--- src/rtl/robo_pkg.sv ---
// robo_pkg: shared definitions for the maze navigation controller.
//   - state_t   : controller FSM encoding (3 bits)
//   - cmd_t     : command encodings driven toward the maze memory
//   - sensors_t : one-cycle snapshot of the four memory sensor outputs
//   - ORIENT_*  : robot orientation codes (N/E/S/W = 0..3); girar steps +1 mod 4
package robo_pkg;

  typedef enum logic [2:0] {
    ST_IDLE   = 3'd0,
    ST_SENSE  = 3'd1,
    ST_DECIDE = 3'd2,
    ST_CMD    = 3'd3,
    ST_WAIT   = 3'd4,
    ST_DONE   = 3'd5
  } state_t;

  typedef enum logic [1:0] {
    CMD_NONE    = 2'd0,
    CMD_AVANCAR = 2'd1,
    CMD_GIRAR   = 2'd2,
    CMD_REMOVER = 2'd3
  } cmd_t;

  localparam logic [1:0] ORIENT_N = 2'd0;
  localparam logic [1:0] ORIENT_E = 2'd1;
  localparam logic [1:0] ORIENT_S = 2'd2;
  localparam logic [1:0] ORIENT_W = 2'd3;

  localparam int unsigned DEFAULT_SETTLE_CYCLES = 2;

  // A left turn is built from three clockwise quarter turns.
  localparam logic [1:0] LEFT_TURN_PULSES  = 2'd3;
  localparam logic [1:0] RIGHT_TURN_PULSES = 2'd1;

  typedef struct packed {
    logic head;
    logic left;
    logic under;
    logic barrier;
  } sensors_t;

endpackage

--- src/rtl/robo_decisor.sv ---
// robo_decisor: combinational left-hand wall-following decision.
// Ports:
//   snap_i       sensor snapshot taken in SENSE
//   left_taken_i a left turn was the previous move (prevents turning left forever)
//   limit_hit_i  step counter has reached its maximum
//   cmd_o        command for this decision (CMD_NONE when finishing)
//   turns_o      number of girar pulses for this decision (3 = left, 1 = right)
//   done_o       navigation finished
//   timeout_o    finished because the step limit ran out
module robo_decisor
  import robo_pkg::*;
(
  input  sensors_t   snap_i,
  input  logic       left_taken_i,
  input  logic       limit_hit_i,
  output cmd_t       cmd_o,
  output logic [1:0] turns_o,
  output logic       done_o,
  output logic       timeout_o
);

  // First matching rule wins; exit check outranks the step limit.
  always_comb begin
    cmd_o     = CMD_NONE;
    turns_o   = 2'd0;
    done_o    = 1'b0;
    timeout_o = 1'b0;
    if (snap_i.under) begin
      done_o = 1'b1;
    end else if (limit_hit_i) begin
      done_o    = 1'b1;
      timeout_o = 1'b1;
    end else if (snap_i.head && snap_i.barrier) begin
      cmd_o = CMD_REMOVER;
    end else if (!snap_i.left && !left_taken_i) begin
      cmd_o   = CMD_GIRAR;
      turns_o = LEFT_TURN_PULSES;
    end else if (!snap_i.head) begin
      cmd_o = CMD_AVANCAR;
    end else begin
      cmd_o   = CMD_GIRAR;
      turns_o = RIGHT_TURN_PULSES;
    end
  end

endmodule

--- src/rtl/robo_controlador.sv ---
// robo_controlador: navigation FSM driving the maze-memory block.
// Samples head/left/under/barrier once per decision (SENSE), decides
// (robo_decisor), issues one registered command pulse (CMD), then lets the
// memory settle for SETTLE_CYCLES (WAIT). Left turns repeat CMD/WAIT three times.
// Ports:
//   clock, reset               rising-edge clock, synchronous active-high reset
//   start                      begin navigation (honoured in IDLE and DONE only)
//   head_in/left_in/under_in/barrier_in  memory sensor outputs
//   avancar/girar/remover      one-cycle command pulses to the memory
//   busy, done, timeout        run status
//   step_count                 avancar pulses since start (saturates at MAX_STEPS)
//   cmd_count                  total command pulses, only with ROBO_CMD_COUNT_EN
// Build option: define ROBO_CMD_COUNT_EN to add the cmd_count output.
module robo_controlador
  import robo_pkg::*;
#(
  parameter int unsigned SETTLE_CYCLES = DEFAULT_SETTLE_CYCLES,
  parameter int unsigned MAX_STEPS     = 400,
  parameter int unsigned STEP_W        = 16
) (
  input  logic              clock,
  input  logic              reset,
  input  logic              start,
  input  logic              head_in,
  input  logic              left_in,
  input  logic              under_in,
  input  logic              barrier_in,
  output logic              avancar,
  output logic              girar,
  output logic              remover,
  output logic              busy,
  output logic              done,
  output logic              timeout,
  output logic [STEP_W-1:0] step_count
`ifdef ROBO_CMD_COUNT_EN
  ,
  output logic [15:0]       cmd_count
`endif
);

  localparam logic [3:0]        SETTLE_LAST = 4'(SETTLE_CYCLES - 1);
  localparam logic [STEP_W-1:0] STEP_LIMIT  = STEP_W'(MAX_STEPS);

  state_t            state_q;
  sensors_t          snap_q;
  logic [3:0]        wait_q;
  logic [1:0]        turns_q;
  logic              left_taken_q;
  logic              avancar_q;
  logic              girar_q;
  logic              remover_q;
  logic              busy_q;
  logic              done_q;
  logic              timeout_q;
  logic [STEP_W-1:0] step_count_q;
  logic [STEP_W-1:0] step_count_d;
  logic              limit_hit_s;

  cmd_t              dec_cmd_s;
  logic [1:0]        dec_turns_s;
  logic              dec_done_s;
  logic              dec_timeout_s;

  assign limit_hit_s  = (step_count_q == STEP_LIMIT);
  // Saturating increment; the decision rules already stop at the limit.
  assign step_count_d = limit_hit_s ? step_count_q : step_count_q + STEP_W'(1);

  robo_decisor u_decisor (
    .snap_i       (snap_q),
    .left_taken_i (left_taken_q),
    .limit_hit_i  (limit_hit_s),
    .cmd_o        (dec_cmd_s),
    .turns_o      (dec_turns_s),
    .done_o       (dec_done_s),
    .timeout_o    (dec_timeout_s)
  );

  // Controller FSM with registered command pulses and status outputs.
  always_ff @(posedge clock) begin
    if (reset) begin
      state_q      <= ST_IDLE;
      snap_q       <= '0;
      wait_q       <= 4'd0;
      turns_q      <= 2'd0;
      left_taken_q <= 1'b0;
      avancar_q    <= 1'b0;
      girar_q      <= 1'b0;
      remover_q    <= 1'b0;
      busy_q       <= 1'b0;
      done_q       <= 1'b0;
      timeout_q    <= 1'b0;
      step_count_q <= '0;
    end else begin
      // Pulses are high only in the single cycle spent in CMD.
      avancar_q <= 1'b0;
      girar_q   <= 1'b0;
      remover_q <= 1'b0;
      case (state_q)
        ST_IDLE, ST_DONE: begin
          if (start) begin
            state_q      <= ST_SENSE;
            busy_q       <= 1'b1;
            done_q       <= 1'b0;
            timeout_q    <= 1'b0;
            step_count_q <= '0;
            left_taken_q <= 1'b0;
          end
        end
        ST_SENSE: begin
          snap_q  <= '{head: head_in, left: left_in, under: under_in, barrier: barrier_in};
          state_q <= ST_DECIDE;
        end
        ST_DECIDE: begin
          if (dec_done_s) begin
            state_q   <= ST_DONE;
            busy_q    <= 1'b0;
            done_q    <= 1'b1;
            timeout_q <= dec_timeout_s;
          end else begin
            state_q <= ST_CMD;
            wait_q  <= 4'd0;
            turns_q <= 2'd0;
            case (dec_cmd_s)
              CMD_AVANCAR: begin
                avancar_q    <= 1'b1;
                step_count_q <= step_count_d;
                left_taken_q <= 1'b0;
              end
              CMD_GIRAR: begin
                girar_q      <= 1'b1;
                turns_q      <= dec_turns_s - 2'd1;
                // The flag is only consulted at the next decision, so it can
                // be set as soon as the three-pulse left turn is committed.
                left_taken_q <= (dec_turns_s == LEFT_TURN_PULSES);
              end
              CMD_REMOVER: begin
                remover_q <= 1'b1;
              end
              default: begin
                state_q <= ST_SENSE;
              end
            endcase
          end
        end
        ST_CMD: begin
          state_q <= ST_WAIT;
        end
        ST_WAIT: begin
          if (wait_q == SETTLE_LAST) begin
            wait_q <= 4'd0;
            if (turns_q != 2'd0) begin
              state_q <= ST_CMD;
              girar_q <= 1'b1;
              turns_q <= turns_q - 2'd1;
            end else begin
              state_q <= ST_SENSE;
            end
          end else begin
            wait_q <= wait_q + 4'd1;
          end
        end
        default: begin
          state_q <= ST_IDLE;
        end
      endcase
    end
  end

  assign avancar    = avancar_q;
  assign girar      = girar_q;
  assign remover    = remover_q;
  assign busy       = busy_q;
  assign done       = done_q;
  assign timeout    = timeout_q;
  assign step_count = step_count_q;

`ifdef ROBO_CMD_COUNT_EN
  logic [15:0] cmd_count_q;
  logic        start_accept_s;

  assign start_accept_s = start && ((state_q == ST_IDLE) || (state_q == ST_DONE));

  // Counts every pulse once: each pulse register is high for a single cycle.
  always_ff @(posedge clock) begin
    if (reset) begin
      cmd_count_q <= 16'd0;
    end else if (start_accept_s) begin
      cmd_count_q <= 16'd0;
    end else if ((avancar_q || girar_q || remover_q) && (cmd_count_q != 16'hFFFF)) begin
      cmd_count_q <= cmd_count_q + 16'd1;
    end
  end

  assign cmd_count = cmd_count_q;
`else
  // Command counter not built in this configuration.
`endif

endmodule

--- config.mk ---
export PLATFORM = sky130hd
export DESIGN_NAME = robo_controlador
export DESIGN_NICKNAME = d
export VERILOG_FILES = /design/src/rtl/robo_pkg.sv /design/src/rtl/robo_decisor.sv /design/src/rtl/robo_controlador.sv
export SDC_FILE = /design/constraint.sdc
export NUM_CORES = 1
export LEC_CHECK = 0
export ABC_AREA = 0
export ABC_CLOCK_PERIOD_IN_PS = 5000
export CAP_MARGIN = 20
export CORE_ASPECT_RATIO = 1.5
export CORE_MARGIN = 3
export CORE_UTILIZATION = 45
export DETAILED_ROUTE_END_ITERATION = 10
export PLACE_DENSITY = 0.8
export SLEW_MARGIN = 20
export SYNTH_ARGS = -nofsm -noshare
export SYNTH_HDL_FRONTEND = slang
export SYNTH_SLANG_ARGS = --single-unit
--- constraint.sdc ---
create_clock -name clock -period 5 [get_ports clock]
set_input_delay 0.75 -clock clock [delete_from_list [all_inputs] [get_ports clock]]
set_output_delay 0.75 -clock clock [all_outputs]
set_load 0.05 [all_outputs]
### After elaboration in Yosys (flattened, before gate mapping)

Index checks and enable logic that the tools add are counted.

| word-level totals | value |
|---|---|
| register bits | 36 |
| bits in latches | 0 |
| bits in writable memories | 0 |
| ROM bits | 0 |
| word-level logic and storage cells | 106 |
| memories kept | 0 |

| cells by class | value |
|---|---|
| add/sub/neg operators | 4 |
| multipliers | 0 |
| divide/modulo/power cells | 0 |
| magnitude comparators | 0 |
| equality and inequality tests | 19 |
| shifts and indexed selects | 0 |
| muxes and demuxes | 50 |
| bitwise operators | 1 |
| reduce and logical (&&, ||, !) cells | 17 |

Operators by type and width:

| kind | count |
|---|---|
| two-way mux 16 bit | 4 |
| one-hot mux 16 bit (2 select lines) | 1 |
| two-way mux 2 bit | 15 |
| adder 16 x 1 -> 16 bit (second input constant) | 1 |
| == test 16 x 9 -> 1 bit (second input constant) | 1 |
| two-way mux 1 bit | 16 |
| one-hot mux 3 bit (5 select lines) | 1 |
| != test 2 bit (second input constant) | 7 |
| one-hot mux 1 bit (2 select lines) | 6 |
| two-way mux 3 bit | 3 |
| two-way mux 4 bit | 2 |
| one-hot mux 4 bit (2 select lines) | 1 |
| AND reduction 4 bit | 2 |
| == test 2 bit (second input constant) | 3 |
| == test 3 x 2 -> 1 bit (second input constant) | 2 |
| == test 3 bit (second input constant) | 2 |
| nonzero test 2 bit | 3 |
| OR reduction 3 bit | 2 |
| AND reduction 5 bit | 1 |
| adder 4 x 1 -> 4 bit (second input constant) | 1 |
| == test 4 x 1 -> 1 bit (second input constant) | 1 |
| one-hot mux 2 bit (2 select lines) | 1 |
| AND reduction 2 bit | 2 |
| subtractor 2 x 1 -> 2 bit (second input constant) | 2 |
| 9 further kinds | 11 |

### Logic depth before layout (Yosys ltp)

Gate-level depths: netlist of run 1.

| logic depth | value |
|---|---|
| word-level depth | 11 |
| gate-level depth with buffers | 11 |
| depth with buffers taken out | 10 |

### Modules after synthesis

From an unflattened synthesis of run 1, not the netlist that was laid out.

| unflattened totals | value |
|---|---|
| cells, all modules | 241 |
| area total of the unflattened synthesis | 2050.7 um^2 |

By module, submodules not included:

| module | times used | cells each | area an instance (um^2) |
|---|---|---|---|
| robo_controlador | 1 | 231 | 1959.4 |
| robo_decisor | 1 | 10 | 91.3 |

### Least setup slack after synthesis of run 1

Ideal clock, no wire load.

| path | value |
|---|---|
| path kind | flip-flop to flip-flop |
| start point | register step_count_q[0], in the netlist step_count[0] |
| end point | register turns_q[1] |
| setup time | 0.079 ns |
| data arrival time | 2.673 ns |
| setup slack | 2.248 ns |
| stages on the path, launching flop included | 12 |
| buffers on the path | 1 |
| clock period less this slack | 2.752 ns |
| cells stage by stage | dfxtp_1 -> inv_1 -> ha_1 -> nor3b_1 -> a41oi_4 -> buf_2 -> nand2_1 -> nor3_1 -> ha_1 -> nor3_1 -> a211oi_2 -> a211oi_2 |

| between the ends | value |
|---|---|
| word-level cells in the longest chain between the ends | 7 |

RTL lines:

| item | line | RTL |
|---|---|---|
| start, declared | robo_controlador.sv:55 | `logic [STEP_W-1:0] step_count_q;` |
| start signal, assigned | robo_controlador.sv:126 | `step_count_q <= step_count_d;` |
| == test 16 x 9 -> 1 bit (*) | robo_controlador.sv:64 | `assign limit_hit_s = (step_count_q == STEP_LIMIT);` |
| two-way mux 2 bit | robo_decisor.sv:30 | `end else if (limit_hit_i) begin` |
| two-way mux 2 bit | robo_decisor.sv:28 | `if (snap_i.under) begin` |
| subtractor 2 x 1 -> 2 bit or == test 2 bit (tied branches) | robo_controlador.sv:131, robo_controlador.sv:123 |  |
| two-way mux 2 bit | robo_controlador.sv:123 | `case (dec_cmd_s)` |
| two-way mux 2 bit | robo_controlador.sv:114 | `if (dec_done_s) begin` |
| one-hot mux 2 bit (2 select lines) | robo_controlador.sv:98 | `case (state_q)` |
| end signal, assigned | robo_controlador.sv:131 | `turns_q <= dec_turns_s - 2'd1;` |
| end signal, assigned | robo_controlador.sv:154 | `turns_q <= turns_q - 2'd1;` |
| end, declared | robo_controlador.sv:47 | `logic [1:0] turns_q;` |

Mark *: on every way between the ends. The rest lies on a longest branch, timed or not. The select of a mux whose other input is x is not followed.
A chain may end at the register's enable or synchronous reset.

### Final worst setup path of run 1

Ends and elaborated chain as after synthesis.

==> flow_summary.yaml, run 1 <==
clocking:
  cts_tree: "yes"
  clock_latency_ps: 280
  cts.sinks: 36
  cts_setup_buffers: 0
  cts.path.max_buffers: 2
  cts_resized: 0
  cts_buffers: 5
  clk_pin_slew_ps: 70
  htreeDepth: 2
  ctsRootBufferMaster: "clkbuf_8"
  cts_hold_buf: 0
power_and_ir_drop:
  powerDensity_nw_per_um2: 246
  max-vdd-ir-drop_v: 0.000164
  pwr-share-seq_pct: 52.9
  power.internal_uw: 414
  pwr-share-comb_pct: 12.8
  leakage_nw: 0.778
  switchingPower_uw: 154
  p_sw_share_pct: 27.1
  clockPowerShare_pct: 34.2
synth:
  netlist.top_cell.by_area: "dfxtp_1"
  ys_seq_area_share_pct: 37.2
  synth_compound_area_share_pct: 18.6
  synth-simple-area-share_pct: 31.8
  syn_area_um2: 1940
  ys_ff_latch: 36
  synth_xor_area_share_pct: 2.26
  yosys_warnings: 0
  synthMuxAreaShare_pct: 2.06
  synth_top_family_by_area: "simple AND/OR/NAND/NOR gates"
  synthesis.nets: 242
  synth_adder_area_share_pct: 3.87
  synth_edf_count: 0
  synthTopCellsByArea: "dfxtp_1, nor2_1, a21oi_1"
  synth_most_common_cell: "dfxtp_1"
  yosysTopAreaCellShare_pct: 37.2
  synthArstFlopShare_pct: 0
  syn_area_per_cell_um2: 8.47
  ys_types: 48
  synth-main-ff-cell: "dfxtp_1"
  syn_inst: 229
  synth_common_cells: "dfxtp_1, nor2_1, a21oi_1, nand2_1, nand4_1"
final_layout:
  num_antenna_cells: 0
  drive_above_1_share_pct: 8.63
  stdcell_count: 300
  fillerInstances: 372
  area_delta_synth_final_pct: 18.8
  nNetsFinal: 268
drt:
  drtIter0Drc: 65
  drc: 0
  wl_per_cell_um: 13.9
  postRouteAntennaNets: 0
  viasPerCell: 5.79
  routed_wl_um: 4160
  vias: 1738
  drt_pass1_iterations: 4
floorplan:
  chipWidth_um: 59.6
  rows: 28
  core_um2: 4060
  die_h_um: 86.4
  io_pins: 29
  dieArea_um2: 5150
  initial_core_util_pct: 47.7
sta:
  finalHoldViolations: 0
  worstMarginPinSlew_ps: 974
  final-setup-viol-count: 0
  finalCriticalPeriod_ps: 2620
  fmax_mhz: 382
  drv_slew: 0
  fin_skew_ps: 1.84
  max_slew_margin_pct: 34.6
  setup_tns_ps: 0
  min_period_over_period_pct: 52.4
  rsz0062_at_grt: "false"
global_routing:
  grt_pass1_wl_um: 7240
  grt_max_degree: 21
  gr-usage-all-layers_pct: 17.9
  grt_pass1_vias: 1683
  antenna_found_initial: 0
  grt-ovfl-total: 0
min_path:
  min_path_type: "register to register"
worst_setup_path:
  endpoint_kind: "register"
  crit_required_ps: 5200
  path_max_fanout: 16
  crit_type: "register to register"
  critPathLaunchType: "register"
  arrival_ps: 2820
  r2r_slack_ps: 2380
placement:
  place_hpwl_um: 3110
  place_congestion: 0.826
  portBuffers: 28
  placed_cells: 293
job:
  max_cap_violations: 0
run_status:
  status: "complete, no violations"
## per-stage QoR
step                      util (%)  hold WS, ps  cell area (um2)  power (mW)  setup WS [ps]
after floorplan                  -          456             1940       0.363           2250
after global placement        54.8          453             2230       0.378           2180
after detailed placement      54.8          456             2230       0.380           2140
after CTS                     56.7          466             2300       0.575           2380
after global routing          56.7          489             2300       0.593           2120
final                         56.7          466             2300       0.568           2380
## worst paths after layout
path,from,cells after the start,to
setup / recovery,step_count[0],10,turns_q[1]
hold / removal,busy,2,busy
setup reg to reg,step_count[0],10,turns_q[1]
hold reg to reg,busy,2,busy
## metal layers
| layer | vias up | global-route usage [%] | routed length [um] |
|---|---|---|---|
| li1 | 884 | - | - |
| met1 | 800 | 20.7 | 1710 |
| met2 | 48 | 31.0 | 2200 |
| met3 | 6 | 4.17 | 204 |
| met4 | 0 | 6.85 | 46 |
| met5 | - | 0 | 0 |
## power groups by stage
stage	registers (mW)	clock network, mW	logic, mW
after floorplan	0.307	0	0.0555
after global placement	0.307	0	0.0710
after detailed placement	0.307	0	0.0733
after CTS	0.300	0.201	0.0735
after global routing	0.301	0.210	0.0810
final	0.300	0.194	0.0729
## worst max-delay path: stages, from the launching register on
cell and delay (ps):
dfxtp_1 410, inv_1 90, ha_1 200, nor3b_1 170, a41oi_4 500, nand2_1 190, nor3_1 180, ha_1 260
nor3_1 220, a211oi_2 100, a211oi_2 190
## cell families (layout without fill, tap and decap cells)
family / Yosys count / after routing
muxes: 4 / 4
DFF: 36 / 36
AOI/OAI and AO/OA: 52 / 52
adders and majority gates: 6 / 6
buffers and inverters: 18 / 44
xor gates and xnor gates: 5 / 5
and+or+nand+nor: 108 / 108
## state kept, by name, summed over array words and instances, names as in the netlist
| register | flops |
|---|---|
| step_count | 16 |
| snap_q | 4 |
| wait_q | 4 |
| state_q | 3 |
| turns_q | 2 |
| avancar | 1 |
| busy | 1 |
| done | 1 |
| girar | 1 |
| left_taken_q | 1 |
| remover | 1 |
| timeout | 1 |
## cells in the final DEF, fill, tap and decap left out, types with 2 or more instances in the layout
cell             instances
ha_1                     6
clkbuf_8                 5
nor2b_1                  2
inv_1                    9
nand2_1                 19
and3_1                   3
clkdlybuf4s50_1         28
nor2_1                  30
o2111ai_1                3
nand2b_1                 2
or3_1                    8
nand4_1                 15
a21oi_1                 21
xor2_1                   5
dfxtp_1                 36
o21ai_0                 12
nor3b_1                  3
a2111o_1                 2
nand3_1                  7
mux2i_1                  4
a211oi_2                 2
nor3_1                   7
o21ai_1                  2
## layout make-up
class / instances / area [um2] / share of cell area, %
Multi-Input combinational cell: 175 / 1140 / 49.3
Sequential cell: 36 / 721 / 31.3
Timing Repair Buffer: 28 / 280 / 12.2
Clock buffer: 6 / 72.6 / 3.15
Tap cell: 45 / 56.3 / 2.44
Inverter: 9 / 33.8 / 1.47
Clock inverter: 1 / 5.00 / 0.217
Power figures use the tool's default switching activity.
==> run 2: changes to the inputs <==
--- a/config.mk
+++ b/config.mk
@@ -6,7 +6,7 @@
 export NUM_CORES = 1
 export LEC_CHECK = 0
 export ABC_AREA = 0
-export ABC_CLOCK_PERIOD_IN_PS = 5000
+export ABC_CLOCK_PERIOD_IN_PS = 2600
 export CAP_MARGIN = 20
 export CORE_ASPECT_RATIO = 1.5
 export CORE_MARGIN = 3
==> constraint.sdc (replaced) <==
create_clock -name clock -period 2.6 [get_ports clock]
set_input_delay 0.39 -clock clock [delete_from_list [all_inputs] [get_ports clock]]
set_output_delay 0.39 -clock clock [all_outputs]
set_load 0.05 [all_outputs]
==> run 2 against run 1 <==
Non-clock buffer count rose by 4. Register-to-register slack lost 2000 ps. Global-route usage grew 0.15 points. Via count rose by 3.5%. Cell count is 1.7% higher. Wire length fell by 0.12%. Total power increased by 98%. Critical path depth unchanged. Flip-flop and latch count is the same.
==> flow_summary.yaml, run 2 (synthesized netlist as in run 1, its figures left out) <==
power_and_ir_drop:
  p_sw_share_pct: 25.5
  powerDensity_nw_per_um2: 477
  leakage_nw: 0.802
  pwr-share-seq_pct: 51.5
  power.internal_uw: 835
  switchingPower_uw: 286
  pwr-share-comb_pct: 13.0
  clockPowerShare_pct: 35.5
  max-vdd-ir-drop_v: 0.000474
final_layout:
  nNetsFinal: 272
  seqCellArea_um2: 723
  drive_above_1_share_pct: 10.8
  mostFrequentLayoutCell: "dfxtp_1"
  fillerInstances: 387
  mostFrequentLayoutCells: "dfxtp_1, nor2_1, clkdlybuf4s50_1"
  final_area_um2: 2350
  num_antenna_cells: 0
  multiInputGateArea_um2: 1140
  area_delta_synth_final_pct: 21.2
  largest_reg_flops: 16
floorplan:
  initial_core_util_pct: 47.7
  rows: 28
  io_pins: 29
  dieArea_um2: 5150
  core_um2: 4060
  die_h_um: 86.4
  chipWidth_um: 59.6
placement:
  portBuffers: 28
  dp_slack_ps: 272
  place_area_um2: 2260
  place_hpwl_um: 3150
  place_congestion: 0.841
clocking:
  cts_hold_buf: 0
  ctsRootBufferMaster: "clkbuf_8"
  clock_latency_ps: 290
  clk_pin_slew_ps: 60
  htreeDepth: 2
  cts_resized: 0
  cts.path.max_buffers: 2
  cts_buffers: 5
  cts.sinks: 36
  cts_setup_buffers: 0
  cts_tree: "yes"
sta:
  fin_skew_ps: 2.06
  worstMarginPinSlew_ps: 520
  setup_tns_ps: 0
  fmax_mhz: 458
  rsz0062_at_grt: "false"
  min_period_over_period_pct: 84.0
  final-setup-viol-count: 0
  finalHoldViolations: 0
  setup_ws_ps: 417
  finalCriticalPeriod_ps: 2180
  max_slew_margin_pct: 65.2
  drv_slew: 0
worst_setup_path:
  crit_type: "register to register"
  timing.rr.start: "step_count[0]"
  r2r_slack_ps: 420
  startpoint: "step_count[0]"
  worst_path_max_delay_cell: "nor3b_1"
  crit_required_ps: 2810
  worstPathCellList: "inv_1 -> ha_1 -> nor3b_1 -> a41oi_4 -> nand2_1 -> nor3_1 -> ha_1 -> nor3_1 -> a211oi_2 -> a211oi_2"
  critical_path.endpoint: "turns_q[1]"
  worst-path-stages: 10
  worstRegToRegCells: 10
  crit_path_max_incr_delay_ps: 380
  arrival_ps: 2400
  crit_buf_inv: 1
  regToRegEndpoint: "turns_q[1]"
  crit_family: "simple AND/OR/NAND/NOR gates"
  endpoint_kind: "register"
  critPathLaunchType: "register"
  path_max_fanout: 6
job:
  max_cap_violations: 0
drt:
  drc: 0
  drt_pass1_iterations: 4
  wl_per_cell_um: 13.6
  viasPerCell: 5.90
  routed_wl_um: 4160
  drtIter0Drc: 78
  postRouteAntennaNets: 0
  vias: 1799
global_routing:
  grt-ovfl-total: 0
  antenna_found_initial: 0
  gr-usage-all-layers_pct: 18.0
  grt_pass1_vias: 1684
  grt_pass1_wl_um: 7170
  grt_max_degree: 20
run_status:
  status: "complete, no violations"
min_path:
  min_path_type: "register to register"
-- run 2: how the worst min path moves through the flow --
stage          depth (start not counted)  startpoint         end  slack (ps)
2_1_floorplan                          2  turns_q[1]  turns_q[1]         460
3_3_place_gp                           2  turns_q[1]  turns_q[1]         460
3_5_place_dp                           2        done        done         470
4_1_cts                                2        done        done         480
5_1_grt                                2        done        done         490
6_report                               2        done        done         460
-- run 2: worst reg2reg max path, delay by kind of cell, from the launching register on --
family          cells  cell delay (ps)
buf+inv             1               70
flops               1              350
fa+ha+maj           2              420
simple gates        4              800
compound gates      3              460
-- run 2: area by class of cell --
type / instances / share of cell area (%)
clock buffers: 8 / 3.83
inverters: 9 / 1.44
multi-input cells: 175 / 48.3
flip-flops and latches: 36 / 30.8
well taps: 45 / 2.40
repair buffers: 32 / 13.2
-- run 2: metal layers --
metal / share of wire [%] / track usage [%] / routed length (um) / vias to the layer above
li1: - / - / - / 897
met1: 40 / 19.1 / 1660 / 840
met2: 52 / 31.6 / 2170 / 49
met3: 4.3 / 3.58 / 179 / 13
met4: 3.8 / 10.9 / 157 / 0
met5: 0 / 0 / 0 / -
-- run 2: metrics by stage --
step                      cells  hold WS, ps  util, %  total power, mW
after global routing        305          491     57.8             1.17
after CTS                   305          475     57.8             1.14
final                       305          463     57.8             1.12
after detailed placement    297          467     55.6            0.736
after global placement      297          463     55.6            0.733
after floorplan             229          456        -            0.698
-- run 2: power by group through the flow --
stage	clock [mW]	sequential (mW)	combinational (mW)
floorplan	0	0.591	0.107
detailed placement	0	0.590	0.146
global placement	0	0.590	0.143
global route	0.432	0.580	0.163
CTS	0.414	0.578	0.146
finish	0.398	0.578	0.146
==> run 3: changes to the inputs <==
--- a/config.mk
+++ b/config.mk
@@ -6,7 +6,7 @@
 export NUM_CORES = 1
 export LEC_CHECK = 0
 export ABC_AREA = 0
-export ABC_CLOCK_PERIOD_IN_PS = 2600
+export ABC_CLOCK_PERIOD_IN_PS = 2180
 export CAP_MARGIN = 20
 export CORE_ASPECT_RATIO = 1.5
 export CORE_MARGIN = 3
==> constraint.sdc (replaced) <==
create_clock -name clock -period 2.18 [get_ports clock]
set_input_delay 0.327 -clock clock [delete_from_list [all_inputs] [get_ports clock]]
set_output_delay 0.327 -clock clock [all_outputs]
set_load 0.05 [all_outputs]
==> run 3 against run 2 <==
Combinational power is 35% higher. Wire length up 12%. Core utilization grew 2.4 points. Total power increased by 24%. Global-route usage grew 1.7 points. Sequential power up 19%. Die area unchanged. Worst setup slack worse by 260 ps. Cell count is 1.3% higher. Sequential share of layout area is 0.67 points lower. Count of clock-buffer cells in the layout down 1. First-iteration DRC count down 9.0%. Largest cell class unchanged. Highest routed layer unchanged.
==> flow_summary.yaml, run 3 (synthesized netlist as in run 1, its figures left out) <==
run_status:
  status: "complete, no violations"
sta:
  max_slew_margin_pct: 60.6
  fin_skew_ps: 6.74
  finalCriticalPeriod_ps: 2020
  fmax_mhz: 495
  worstMarginPinSlew_ps: 590
  drv_slew: 0
  holdWs_ps: 469
  finalHoldViolations: 0
  setup_tns_ps: 0
  setup_ws_ps: 161
  min_period_over_period_pct: 92.6
  rsz0062_at_grt: "false"
  final-setup-viol-count: 0
clocking:
  cts.path.max_buffers: 2
  cts_resized: 0
  cts_setup_buffers: 0
  clock_latency_ps: 290
  ctsRootBufferMaster: "clkbuf_8"
  cts_hold_buf: 0
  cts_tree: "yes"
  cts.sinks: 36
  clk_pin_slew_ps: 70
  cts_buffers: 5
  htreeDepth: 2
placement:
  place_hpwl_um: 3550
  place_area_um2: 2350
  placed_cells: 302
  dp_slack_ps: 35.7
  portBuffers: 28
  place_congestion: 0.884
drt:
  drtIter0Drc: 71
  viasPerCell: 5.92
  drc: 0
  wl_per_cell_um: 15.0
  vias: 1830
  routed_wl_um: 4640
  postRouteAntennaNets: 0
  drt_pass1_iterations: 4
final_layout:
  stdcell_count: 309
  seqCellArea_um2: 737
  area_delta_synth_final_pct: 26.2
  largest_reg_flops: 16
  final_area_um2: 2450
  nNetsFinal: 277
  drive_above_1_share_pct: 18.2
  mostFrequentLayoutCells: "nor2_1, clkdlybuf4s50_1, dfxtp_1"
  postLayoutCoreUtil_pct: 60.2
  multiInputGateArea_um2: 1180
  mostFrequentLayoutCell: "nor2_1"
  num_antenna_cells: 0
  fillerInstances: 371
power_and_ir_drop:
  pwr-share-seq_pct: 49.3
  power.internal_mw: 1.03
  clockPowerShare_pct: 36.5
  switchingPower_uw: 362
  powerDensity_nw_per_um2: 569
  p_sw_share_pct: 26.0
  pwr-share-comb_pct: 14.1
  max-vdd-ir-drop_v: 0.000439
  leakage_nw: 0.847
  power_mw: 1.39
floorplan:
  initial_core_util_pct: 47.7
  rows: 28
  io_pins: 29
  core_um2: 4060
  chipWidth_um: 59.6
  die_h_um: 86.4
  dieArea_um2: 5150
worst_setup_path:
  critPathLaunchType: "register"
  critical_path.endpoint: "step_count[13]"
  endpoint_kind: "register"
  path_max_fanout: 15
  regToRegEndpoint: "step_count[13]"
  timing.rr.start: "step_count[1]"
  startpoint: "step_count[1]"
  crit_type: "register to register"
  arrival_ps: 2240
  worstRegToRegCells: 8
  r2r_slack_ps: 160
  crit_required_ps: 2400
job:
  max_cap_violations: 0
min_path:
  whs_path_depth: 2
  min_path_type: "register to register"
global_routing:
  grt_pass1_wl_um: 7890
  grt-ovfl-total: 0
  grt_pass1_vias: 1751
  antenna_found_initial: 0
  grt_max_degree: 20
  gr-usage-all-layers_pct: 19.7
run 3: cell types whose count changed in the layout (fill, tap and decap cells not counted), sizes merged:
cell / delta
clkbuf: -1
buf: +5
run 3: power groups by stage:
stage / clock network, mW / registers [mW] / logic, mW
6_report: 0.508 / 0.687 / 0.197
3_3_place_gp: 0 / 0.701 / 0.191
5_1_grt: 0.541 / 0.689 / 0.215
2_1_floorplan: 0 / 0.703 / 0.134
3_5_place_dp: 0 / 0.702 / 0.196
4_1_cts: 0.521 / 0.687 / 0.197
run 3: area by class of cell:
class | count | area share (%)
well taps | 45 | 2.30
inverters | 9 | 1.38
multi-input cells | 175 | 48.1
repair buffers | 37 | 14.2
flip-flops and latches | 36 | 30.1
clock buffers | 7 | 3.94
run 3: layer usage:
metal / routed length [um] / vias to the layer above / track usage, %
met4: 102 / 0 / 8.87
met5: 0 / - / 0
met1: 1790 / 867 / 21.2
met2: 2540 / 55 / 35.8
met3: 215 / 12 / 3.87
li1: - / 896 / -
run 3: critical path: stages, from the launching register on:
cell and delay (ps):
dfxtp_4 380, inv_2 40, ha_2 160, nor3b_4 160, a41oi_4 270, buf_4 280
nand3_4 140, or3_1 380, a21oi_1 140
run 3: how the worst min path moves through the flow:
stage	startpoint	endpoint	slack (ps)
after floorplan	turns_q[1]	turns_q[1]	460
after global placement	timeout	timeout	470
after detailed placement	busy	busy	460
after CTS	busy	busy	470
after global routing	busy	busy	500
final	busy	busy	470
